==> config.mk <==
export PLATFORM = sky130hd
export DESIGN_NAME = fetch_unit
export DESIGN_NICKNAME = d
export VERILOG_FILES = /design/src/rtl/fetch_unit.sv
export SDC_FILE = /design/constraint.sdc
export NUM_CORES = 1
export LEC_CHECK = 0
export BUFFER_PORTS_ARGS = -buffer_cell sky130_fd_sc_hd__clkbuf_2
export CAP_MARGIN = 15
export CORE_ASPECT_RATIO = 0.7
export CORE_MARGIN = 1
export CORE_UTILIZATION = 30
export CTS_BUF_LIST = sky130_fd_sc_hd__clkbuf_4
export DETAILED_ROUTE_END_ITERATION = 10
export PLACE_DENSITY = 0.6
export SLEW_MARGIN = 40
export SYNTH_ARGS = -nofsm -noshare
export SYNTH_HDL_FRONTEND = slang
export SYNTH_SLANG_ARGS = --single-unit
==> constraint.sdc <==
create_clock -name clk -period 7 [get_ports clk]
set_clock_uncertainty 0.2 [all_clocks]
set_input_delay 0.7 -clock clk [delete_from_list [all_inputs] [get_ports clk]]
set_output_delay 0.7 -clock clk [all_outputs]
set_load 0.005 [all_outputs]
==> src/rtl/fetch_unit.sv <==
// Single-issue instruction fetch FSM: takes a PC from writeback, reads instruction memory,
// and hands the word to decode. Exactly one fetch in flight; sticky error on memory timeout.
`ifndef ADDRESS_WIDTH
`define ADDRESS_WIDTH 32
`endif
`ifndef DATA_WIDTH
`define DATA_WIDTH 32
`endif

module fetch_unit #(
  parameter int unsigned MEM_TIMEOUT = 16
) (
  input  logic                      clk,
  input  logic                      reset,
  input  logic                      i_pc_valid,
  input  logic [`ADDRESS_WIDTH-1:0] i_pc,
  output logic                      o_pc_ack,
  output logic                      o_mem_rd,
  output logic [`ADDRESS_WIDTH-1:0] o_mem_addr,
  input  logic                      i_mem_valid,
  input  logic [`DATA_WIDTH-1:0]    i_mem_data,
  output logic                      o_inst_valid,
  output logic [`DATA_WIDTH-1:0]    o_inst,
  output logic [`ADDRESS_WIDTH-1:0] o_inst_pc,
  input  logic                      i_dec_ready,
  output logic                      o_ready,
  output logic                      o_err
);

  localparam int unsigned AW = `ADDRESS_WIDTH;
  localparam int unsigned DW = `DATA_WIDTH;
  localparam logic [7:0] TimeoutLast = 8'(MEM_TIMEOUT - 1);

  typedef enum logic [1:0] {StIdle, StReq, StWait, StOut} state_e;

  state_e        state_q, state_d;
  logic [AW-1:0] pc_q, pc_d;
  logic          flush_q, flush_d;
  logic [7:0]    count_q, count_d;
  logic [DW-1:0] inst_q, inst_d;
  logic [AW-1:0] inst_pc_q, inst_pc_d;
  logic          err_q, err_d;
  logic          pc_ack_q;

  always_comb begin
    state_d   = state_q;
    pc_d      = pc_q;
    flush_d   = flush_q;
    count_d   = count_q;
    inst_d    = inst_q;
    inst_pc_d = inst_pc_q;
    err_d     = err_q;
    unique case (state_q)
      StIdle: begin
        if (i_pc_valid) begin
          pc_d    = i_pc;
          state_d = StReq;
        end
      end
      StReq: begin
        count_d = '0;
        state_d = StWait;
        // The read issued this cycle targets the stale PC, so its return must be dropped.
        if (i_pc_valid) begin
          pc_d    = i_pc;
          flush_d = 1'b1;
        end
      end
      StWait: begin
        count_d = count_q + 8'd1;
        if (i_pc_valid) pc_d = i_pc;
        if (i_mem_valid) begin
          if (flush_q || i_pc_valid) begin
            flush_d = 1'b0;
            state_d = StReq;
          end else begin
            inst_d    = i_mem_data;
            inst_pc_d = pc_q;
            state_d   = StOut;
          end
        end else if (count_q == TimeoutLast) begin
          err_d   = 1'b1;
          flush_d = 1'b0;
          state_d = StIdle;
        end else if (i_pc_valid) begin
          flush_d = 1'b1;
        end
      end
      StOut: begin
        // A redirect wins over the sequential increment whether or not decode accepts.
        if (i_pc_valid) begin
          pc_d    = i_pc;
          state_d = StReq;
        end else if (i_dec_ready) begin
          pc_d    = pc_q + 1'b1;
          state_d = StIdle;
        end
      end
      default: state_d = StIdle;
    endcase
  end

  always_ff @(posedge clk) begin
    if (reset) begin
      state_q   <= StIdle;
      pc_q      <= '0;
      flush_q   <= 1'b0;
      count_q   <= '0;
      inst_q    <= '0;
      inst_pc_q <= '0;
      err_q     <= 1'b0;
      pc_ack_q  <= 1'b0;
    end else begin
      state_q   <= state_d;
      pc_q      <= pc_d;
      flush_q   <= flush_d;
      count_q   <= count_d;
      inst_q    <= inst_d;
      inst_pc_q <= inst_pc_d;
      err_q     <= err_d;
      pc_ack_q  <= i_pc_valid;
    end
  end

  assign o_pc_ack     = pc_ack_q;
  assign o_mem_rd     = (state_q == StReq);
  assign o_mem_addr   = pc_q;
  assign o_inst_valid = (state_q == StOut);
  assign o_inst       = inst_q;
  assign o_inst_pc    = inst_pc_q;
  assign o_ready      = (state_q == StIdle);
  assign o_err        = err_q;

endmodule

==> results of run 1 <==
## cell families after synthesis
logic type / share of synthesized area
fa+ha+maj: 0.0206
simple gates: 0.256
mux: 0.00643
buf+inv: 0.0401
compound gates: 0.219
flops: 0.448
xor+xnor: 0.00899
## state kept, by name, indices dropped and copies added, names as in the netlist
register	flops
count_q	8
flush_q	1
o_err	1
o_inst	32
o_inst_pc	32
o_mem_addr	32
o_pc_ack	1
state_q	2
## power breakdown
part	total, mW	switching, mW	internal, mW
clock network	0.306	0.228	0.0780
logic	0.260	0.153	0.107
registers	0.710	0.0518	0.658
total	1.28	0.432	0.844
## metrics by stage
stage | cells | instance area [µm²]
6_report | 976 | 6000
5_1_grt | 976 | 6000
4_1_cts | 976 | 5990
3_5_place_dp | 960 | 5870
3_3_place_gp | 960 | 5860
2_1_floorplan | 627 | 4870
## routing by layer
metal	part of all wire	vias to the layer above	GRT usage
met5	0	-	0
met4	0.0088	0	0.0396
met3	0.091	12	0.0561
met1	0.47	2282	0.250
met2	0.43	196	0.280
li1	-	2475	-
## worst max-delay path, delay by kind of cell (launching register included)
family	cells	cell delay, ns
AND/OR/NAND/NOR	2	0.93
flip-flops	1	0.48
AO/OA/AOI/OAI	2	0.43
buffers and inverters	1	0.40
adder cells (fa/ha/maj)	1	0.33
## worst min-delay path by stage
| stage | start | to | slack [ns] |
|---|---|---|---|
| after floorplan | o_inst[0]$_SDFFE_PP0P_ | o_inst[0]$_SDFFE_PP0P_ | 0.25 |
| after global placement | o_inst[26]$_SDFFE_PP0P_ | o_inst[26]$_SDFFE_PP0P_ | 0.24 |
| after detailed placement | o_inst[12]$_SDFFE_PP0P_ | o_inst[12]$_SDFFE_PP0P_ | 0.25 |
| after CTS | i_mem_data[25] | o_inst[25]$_SDFFE_PP0P_ | 0.17 |
| after global routing | i_mem_data[2] | o_inst[2]$_SDFFE_PP0P_ | 0.14 |
| final | i_mem_data[14] | o_inst[14]$_SDFFE_PP0P_ | 0.21 |
## cell type report
class                   instances  area [µm²]  share of cell area
clock buffers                   9        67.6              0.0113
clock inverters                 7        53.8             0.00897
inverters                       8        30.0             0.00501
multi-input cells             467        2510               0.419
flip-flops and latches        109        2180               0.364
well taps                     200         250              0.0417
repair buffers                176         901               0.150
## cell usage in the layout, fill, tap and decap left out, types with 5 or more instances in the layout
cell	n
nand4_1	10
and3_1	6
ha_1	8
nand2_1	165
or3_1	5
inv_1	8
o31ai_1	5
nor3_1	15
clkbuf_4	9
buf_4	8
and2_1	5
a311oi_1	6
clkbuf_2	168
nand3_1	7
a211oi_1	8
dfxtp_1	109
a21oi_1	91
a31oi_1	6
nor2_1	39
o21ai_0	19
==> impl_metrics.toml, run 1 <==
[timing]
layout_worst_path_cycle_share = 0.407
grt_setup_unrepaired = "no"
timing_worst_slew_pin_value_ns = 0.750
setup_tns_ns = 0
fmaxAchievable_mhz = 351
final_max_slew_viol_count = 0
slew-limit-headroom = 0.500
hold_violations = 0
final-setup-viol-count = 0
postLayoutSetupSlackWorst_ns = 4.15
final_period_minus_worst_setup_slack_ns = 2.85
hold_slack_ns = 0.206

[setup_path]
reg_to_reg_end = "o_mem_addr[28]$_SDFFE_PP0P_"
reg2reg_setup_slack_ns = 4.15
crit_fanout = 27
timing.reg2reg.worst_path_depth = 6
worst-endpoint-required_ns = 7.23
worst_stage_delay_on_the_critical_path_ns = 0.48
cp-end-kind = "flip-flop"
worst_path_max_delay_cell = "dfxtp_1"
arr_time_crit_path_ns = 3.08
worst_setup_path_start_kind = "flip-flop"
timing.critical_path.to = "o_mem_addr[28]$_SDFFE_PP0P_"
timing.critical_path.from = "state_q[0]$_SDFFE_PP0P_"
rr_startpoint = "state_q[0]$_SDFFE_PP0P_"
worstPathCellList = "ha_1 -> nand2b_1 -> buf_4 -> nor2_1 -> a41oi_1 -> a21oi_1"
critical_setup_path_class = "reg2reg"

[clock_tree]
cts_root_buf = "clkbuf_4"
cts.repair.resized = 0
tritoncts = "done"
cts-htree-levels = 3
cts.sink_count = 109
clock_pin_slew_of_the_registers_on_the_worst_case_setup_and_hold_paths_ns = 0.19
clock_tree.buffer_depth = 2
tritoncts.num_buffers = 9
insertion_delay_ns = 0.49
ctsHoldBuffers = 0
post_cts_buffers = 0

[cells_and_area]
number_of_fillers_in_the_final_layout = 1690
layout-drive-gt1-share = 0.267
antenna-diode-count = 0
nNetsFinal = 848
final_core_utilization = 0.382
growth_of_design_area_from_synthesis_to_finish_pct = 23.2

[routing]
drtPass1Iterations = 5
route.antenna.remaining_nets = 0
post_drt_wl_per_cell_um = 15.5
violation_count_after_the_first_detailed_routing_iteration = 350
route.detailed.drc = 0
vias_per_cell = 5.09
route.final.wire_length_um = 15100
via_count = 4965

[logic_synthesis]
netlist_top_cells_area = "dfxtp_1 (45%), nand2_1 (13%), a21oi_1 (9.6%)"
post_synth_edffs = 0
synthCells = 627
yosysTopAreaCell = "dfxtp_1"
seq_cells_post_synth = 109
synth-seq-area-share = 0.448
post_synth_most_frequent_cells = "nand2_1 (165), dfxtp_1 (109), a21oi_1 (93), nor2_1 (39), clkbuf_1 (38)"
synth.cell_area_mm2 = 0.00487
synth_async_sr_flop_share = 0
synth.distinct_cells = 60
postSynthAreaPerCell_um2 = 7.76
synth_warnings = 0
synth_most_common_cell = "nand2_1"
postSynthNetCount = 704
synth_top_area_share = 0.448
synth_top_flop_cell = "dfxtp_1"

[global_routing]
wire_length_of_the_first_global_routing_pass_um = 23800
grt_usage = 0.182
antenna_found_initial = 1
first_global_vias = 4395
global_route.overflow_total = 0
grt_max_degree = 53

[outcome]
run_status = "completed"

[pwr]
power.leakage_nw = 2.45
worst_ir_drop_vdd_mv = 0.0734
power_density_mw_per_mm2 = 213
total_power_consumption_mw = 1.28

[floorplanning]
die_h_um = 109
design.core.area_mm2 = 0.0157
die-area_mm2 = 0.0167
boundaryPins = 170
initial_utilization = 0.310
die_w_um = 154
core.rowCount = 38

[place]
hpwlAfterDp_um = 10600
routabilityCongestion = 0.795
port-buffer-count = 169
post-place-ws_ns = 4.02

[worst_hold_path]
hold_path.class = "in2reg"
worst_hold_stages = 3

[flow_run]
cap_violations = 0
Power figures use the tool's default switching activity.
==> run 2, diff against run 1 <==
--- a/config.mk
+++ b/config.mk
@@ -5,6 +5,7 @@
 export SDC_FILE = /design/constraint.sdc
 export NUM_CORES = 1
 export LEC_CHECK = 0
+export ABC_AREA = 1
 export BUFFER_PORTS_ARGS = -buffer_cell sky130_fd_sc_hd__clkbuf_2
 export CAP_MARGIN = 15
 export CORE_ASPECT_RATIO = 0.7
@@ -12,7 +13,7 @@
 export CORE_UTILIZATION = 30
 export CTS_BUF_LIST = sky130_fd_sc_hd__clkbuf_4
 export DETAILED_ROUTE_END_ITERATION = 10
-export PLACE_DENSITY = 0.6
+export PLACE_DENSITY = 0.59
 export SLEW_MARGIN = 40
 export SYNTH_ARGS = -nofsm -noshare
 export SYNTH_HDL_FRONTEND = slang
==> constraint.sdc (replaced) <==
create_clock -name clk -period 2.63 [get_ports clk]
set_clock_uncertainty 0.2 [all_clocks]
set_input_delay 0.263 -clock clk [delete_from_list [all_inputs] [get_ports clk]]
set_output_delay 0.263 -clock clk [all_outputs]
set_load 0.005 [all_outputs]
==> impl_metrics.toml, run 2 <==
[setup_path]
worst_stage_delay_on_the_critical_path_ns = 0.45
timing.reg2reg.worst_path_depth = 8
cp-end-kind = "flip-flop"
rr_startpoint = "state_q[0]$_SDFFE_PP0P_"
worst_path_dominant_cell_family = "simple AND/OR/NAND/NOR gates"
timing.critical_path.to = "o_mem_addr[13]$_SDFFE_PP0P_"
cp_num_cells = 8
critical_setup_path_class = "reg2reg"
worstPathCellList = "ha_1 -> nand2_2 -> or2_1 -> o21ai_2 -> buf_4 -> nor2_1 -> nand2_1 -> a21oi_1"
arr_time_crit_path_ns = 2.30
crit_fanout = 34
worst_setup_path_start_kind = "flip-flop"
reg2reg_setup_slack_ns = 0.51
timing.critical_path.from = "state_q[0]$_SDFFE_PP0P_"
reg_to_reg_end = "o_mem_addr[13]$_SDFFE_PP0P_"
worst-endpoint-required_ns = 2.80
worst_path_max_delay_cell = "dfxtp_1"
worstPathBufferInverterCount = 1

[timing]
final_max_slew_viol_count = 0
final_period_minus_worst_setup_slack_ns = 2.12
setup_tns_ns = 0
postLayoutSetupSlackWorst_ns = 0.508
final-setup-viol-count = 0
hold_violations = 0
timing_worst_slew_pin_value_ns = 0.494
layout_worst_path_cycle_share = 0.807
grt_setup_unrepaired = "no"
fmaxAchievable_mhz = 471
slew-limit-headroom = 0.669

[place]
port-buffer-count = 169
routabilityCongestion = 0.906
hpwlAfterDp_um = 12600
post-place-ws_ns = 0.576
placed_cells = 1152

[cells_and_area]
fin_cells = 1234
layout-drive-gt1-share = 0.198
nNetsFinal = 1081
antenna-diode-count = 0
mostFrequentLayoutCells = "nor2_1 (186), nand2_1 (176), clkbuf_2 (169), dfxtp_1 (109), o21ai_0 (93)"
growth_of_design_area_from_synthesis_to_finish_pct = 35.4
final_common_cell = "nor2_1"

[floorplanning]
die_w_um = 159
die-area_mm2 = 0.0177
design.core.area_mm2 = 0.0165
boundaryPins = 170
initial_utilization = 0.312
core.rowCount = 39
die_h_um = 112

[clock_tree]
ctsHoldBuffers = 66
post_cts_buffers = 0
clock_tree.buffer_depth = 2
insertion_delay_ns = 0.51
clock_pin_slew_of_the_registers_on_the_worst_case_setup_and_hold_paths_ns = 0.19
cts-htree-levels = 3
tritoncts.num_buffers = 9
cts.repair.resized = 0
cts.sink_count = 109
cts_root_buf = "clkbuf_4"
tritoncts = "done"

[logic_synthesis]
post_synth_most_frequent_cells = "nor2_1 (187), nand2_1 (176), dfxtp_1 (109), o21ai_0 (93), a21oi_1 (66)"
postSynthNetCount = 863
synth.distinct_cells = 29
synth_top_flop_cell = "dfxtp_1"
seq_cells_post_synth = 109
yosysTopAreaCell = "dfxtp_1"
synthCells = 786
synth.cell_area_mm2 = 0.00516
synth_top_area_share = 0.423
postSynthAreaPerCell_um2 = 6.56
synth_most_common_cell = "nor2_1"
synth-seq-area-share = 0.423
post_synth_edffs = 0
synth_warnings = 0
netlist_top_cells_area = "dfxtp_1 (42%), nor2_1 (14%), nand2_1 (13%)"
synth_async_sr_flop_share = 0

[routing]
vias_per_cell = 4.64
violation_count_after_the_first_detailed_routing_iteration = 385
route.detailed.drc = 0
via_count = 5722
route.antenna.remaining_nets = 0
route.final.wire_length_um = 17300
post_drt_wl_per_cell_um = 14.0
drtPass1Iterations = 5

[global_routing]
antenna_found_initial = 0
wire_length_of_the_first_global_routing_pass_um = 26600
first_global_vias = 5002
global_route.overflow_total = 0
grt_max_degree = 47
grt_usage = 0.196

[worst_hold_path]
hp-start = "reset"
hold_path.class = "in2reg"

[outcome]
run_status = "completed"

[pwr]
power_density_mw_per_mm2 = 484
worst_ir_drop_vdd_mv = 0.192
total_power_consumption_mw = 3.38
power.leakage_nw = 2.98

[flow_run]
cap_violations = 0
run 2: cell types whose count changed after synthesis, moves of 21 or more:
cell	delta
inv_1	+41
nor2_1	+148
a21oi_1	-27
nand3_1	+33
clkbuf_1	-21
o21ai_0	+74
run 2: stage by stage:
step | util | hold slack [ns] | area [µm²]
after floorplan | - | 0.189 | 5160
after global placement | 0.374 | 0.241 | 6190
after detailed placement | 0.374 | 0.252 | 6190
after CTS | 0.422 | 0.0257 | 6980
after global routing | 0.422 | 0.00719 | 6980
final | 0.422 | 0.0484 | 6980
run 2: metal layers:
metal  up-vias  part of all wire  global-route usage
li1       2963                 -                   -
met5         -                 0                   0
met1      2534              0.50               0.275
met3        14             0.090              0.0662
met4         0             0.011              0.0372
met2       211              0.40               0.289
run 2: how the worst min path moves through the flow:
stage	depth (start not counted)	end	slack, ns
2_1_floorplan	2	o_pc_ack$_SDFF_PP0_	0.19
4_1_cts	3	o_err$_SDFFE_PP0P_	0.03
5_1_grt	3	o_err$_SDFFE_PP0P_	0.007
6_report	3	o_err$_SDFFE_PP0P_	0.05
3_5_place_dp	1	count_q[7]$_SDFFE_PP0P_	0.25
3_3_place_gp	1	count_q[7]$_SDFFE_PP0P_	0.24
run 2: worst register-to-register path: stages, from the launching register on:
cell and delay, ns:
dfxtp_1 0.45, ha_1 0.24, nand2_2 0.07, or2_1 0.23, o21ai_2 0.16, buf_4 0.40
nor2_1 0.11, nand2_1 0.08, a21oi_1 0.05
run 2: layout make-up:
| type | count | area (µm²) |
|---|---|---|
| Fill cell | 1768 | 9560 |
| Multi-Input combinational cell | 588 | 2580 |
| Sequential cell | 109 | 2180 |
| Timing Repair Buffer | 244 | 1610 |
| Tap cell | 225 | 282 |
| Inverter | 52 | 195 |
| Clock buffer | 9 | 67.6 |
| Clock inverter | 7 | 57.6 |
run 2: kinds of logic after synthesis:
group | after synthesis | share of synthesized area
fa+ha+maj | 8 | 0.0194
simple gates | 413 | 0.315
compound gates | 166 | 0.164
flops | 109 | 0.423
xor+xnor | 1 | 0.00170
buf+inv | 89 | 0.0762
run 2: power by group:
group	switching (mW)	internal [mW]
sequential	0.108	1.76
combinational	0.372	0.311
clock	0.617	0.212
total	1.10	2.28
==> run 3, diff against run 2 <==
==> constraint.sdc (replaced) <==
create_clock -name clk -period 2.14 [get_ports clk]
set_clock_uncertainty 0.2 [all_clocks]
set_input_delay 0.214 -clock clk [delete_from_list [all_inputs] [get_ports clk]]
set_output_delay 0.214 -clock clk [all_outputs]
set_load 0.005 [all_outputs]
==> impl_metrics.toml, run 3 (synthesis gave the netlist of run 2 again) <==
[outcome]
run_status = "completed"

[setup_path]
reg2reg_setup_slack_ns = 0.15
rr_startpoint = "state_q[1]$_SDFFE_PP0P_"
crit_fanout = 21
critical_setup_path_class = "reg2reg"
timing.reg2reg.worst_path_depth = 8
worst_setup_path_start_kind = "flip-flop"
arr_time_crit_path_ns = 2.17
worst-endpoint-required_ns = 2.32
cp-end-kind = "flip-flop"
reg_to_reg_end = "o_mem_addr[6]$_SDFFE_PP0P_"

[floorplanning]
core.rowCount = 39
boundaryPins = 170
die-area_mm2 = 0.0177
initial_utilization = 0.312
die_h_um = 112
design.core.area_mm2 = 0.0165
die_w_um = 159

[place]
routabilityCongestion = 0.918
placed_cells = 1164
hpwlAfterDp_um = 12700
port-buffer-count = 169

[global_routing]
global_route.overflow_total = 0
first_global_vias = 5319
antenna_found_initial = 0
grt_max_degree = 71
wire_length_of_the_first_global_routing_pass_um = 27700
grt_usage = 0.201

[routing]
vias_per_cell = 4.61
via_count = 5756
violation_count_after_the_first_detailed_routing_iteration = 481
route.detailed.drc = 0
post_drt_wl_per_cell_um = 14.1
drtPass1Iterations = 5
route.final.wire_length_um = 17700
route.antenna.remaining_nets = 0

[timing]
final_max_slew_viol_count = 0
final_period_minus_worst_setup_slack_ns = 1.99
setup_tns_ns = 0
layout_worst_path_cycle_share = 0.929
hold_violations = 0
timing_worst_slew_pin_value_ns = 0.468
fmaxAchievable_mhz = 503
hold_slack_ns = 0.114
final-setup-viol-count = 0
slew-limit-headroom = 0.688

[worst_hold_path]
hp-start = "i_dec_ready"
worst_hold_stages = 6
whs_endpoint = "state_q[0]$_SDFFE_PP0P_"
hold_path.class = "in2reg"

[cells_and_area]
final_common_cell = "nor2_1"
mostFrequentLayoutCells = "nor2_1 (181), nand2_1 (176), clkbuf_2 (169), dfxtp_1 (106), o21ai_0 (93)"
antenna-diode-count = 0
nNetsFinal = 1096
layout-drive-gt1-share = 0.218
growth_of_design_area_from_synthesis_to_finish_pct = 38.2
fin_cells = 1249

[clock_tree]
cts-htree-levels = 3
tritoncts = "done"
insertion_delay_ns = 0.49
clock_tree.buffer_depth = 2
clock_pin_slew_of_the_registers_on_the_worst_case_setup_and_hold_paths_ns = 0.16
post_cts_buffers = 0
cts_root_buf = "clkbuf_4"
cts.sink_count = 109
tritoncts.num_buffers = 9

[pwr]
worst_ir_drop_vdd_mv = 0.244
power.leakage_nw = 3.05
power_density_mw_per_mm2 = 590
total_power_consumption_mw = 4.20

[flow_run]
cap_violations = 0
-- run 3: cell types whose count changed in the layout (fill, tap and decap cells not counted) --
cell,before,now
buf_4,6,19
nor2_1,186,181
nor2_2,1,6
dfxtp_1,109,106
dfxtp_2,0,3
dlygate4sd3_1,66,69
ha_1,8,6
ha_4,0,2
buf_12,3,2
inv_1,48,47
inv_4,0,1
inv_6,2,3
inv_8,2,1
-- run 3: report_power, final --
part	switching (mW)	internal, mW
combinational	0.485	0.424
sequential	0.125	2.16
clock	0.752	0.257
-- run 3: worst max-delay path by stage --
stage                                  end  cells past startpoint                  startpoint  slack [ns]
2_1_floorplan      count_q[7]$_SDFFE_PP0P_                     10     state_q[0]$_SDFFE_PP0P_        0.37
6_report        o_mem_addr[6]$_SDFFE_PP0P_                      8     state_q[1]$_SDFFE_PP0P_        0.15
3_5_place_dp   o_mem_addr[26]$_SDFFE_PP0P_                     10  o_mem_addr[1]$_SDFFE_PP0P_        0.04
3_3_place_gp   o_mem_addr[26]$_SDFFE_PP0P_                     10  o_mem_addr[1]$_SDFFE_PP0P_        0.03
4_1_cts        o_mem_addr[30]$_SDFFE_PP0P_                     10  o_mem_addr[1]$_SDFFE_PP0P_        0.06
5_1_grt        o_mem_addr[30]$_SDFFE_PP0P_                     10  o_mem_addr[0]$_SDFFE_PP0P_      -0.002
-- run 3: cell type report --
class / count / area (µm²)
clock buffer: 9 / 67.6
clock inverter: 7 / 55.1
fill: 1741 / 9410
inverter: 52 / 198
multi-input combinational: 588 / 2620
sequential: 109 / 2190
tap: 225 / 282
timing repair buffer: 259 / 1720
-- run 3: per-layer routing --
metal | share of wire | track usage | vias to the layer above
li1 | - | - | 2998
met5 | 0 | 0 | -
met2 | 0.40 | 0.302 | 190
met4 | 0.0051 | 0.0346 | 0
met3 | 0.081 | 0.0553 | 9
met1 | 0.51 | 0.288 | 2559
-- run 3: what timing repair did --
item	in CTS	in global routing
hold buffers	69	0
gates resized for setup	1	14
endpoints found under the setup margin	1	23
hold endpoints to repair	75	0
-- run 3: worst max-delay path, cell delays in order (launching register included) --
cell	delay (ns)
dfxtp_2	0.42
ha_1	0.22
nand2_2	0.07
or2_1	0.23
o21ai_2	0.20
buf_4	0.33
nor2_1	0.06
o21ai_0	0.08
a21oi_1	0.08
-- run 3: stage by stage --
stage	cell area [µm²]	util	setup slack, ns
floorplan	5160	-	0.372
global placement	6270	0.379	0.0308
detailed placement	6270	0.379	0.0416
CTS	7090	0.428	0.0588
global route	7130	0.431	-0.00205
finish	7130	0.431	0.151
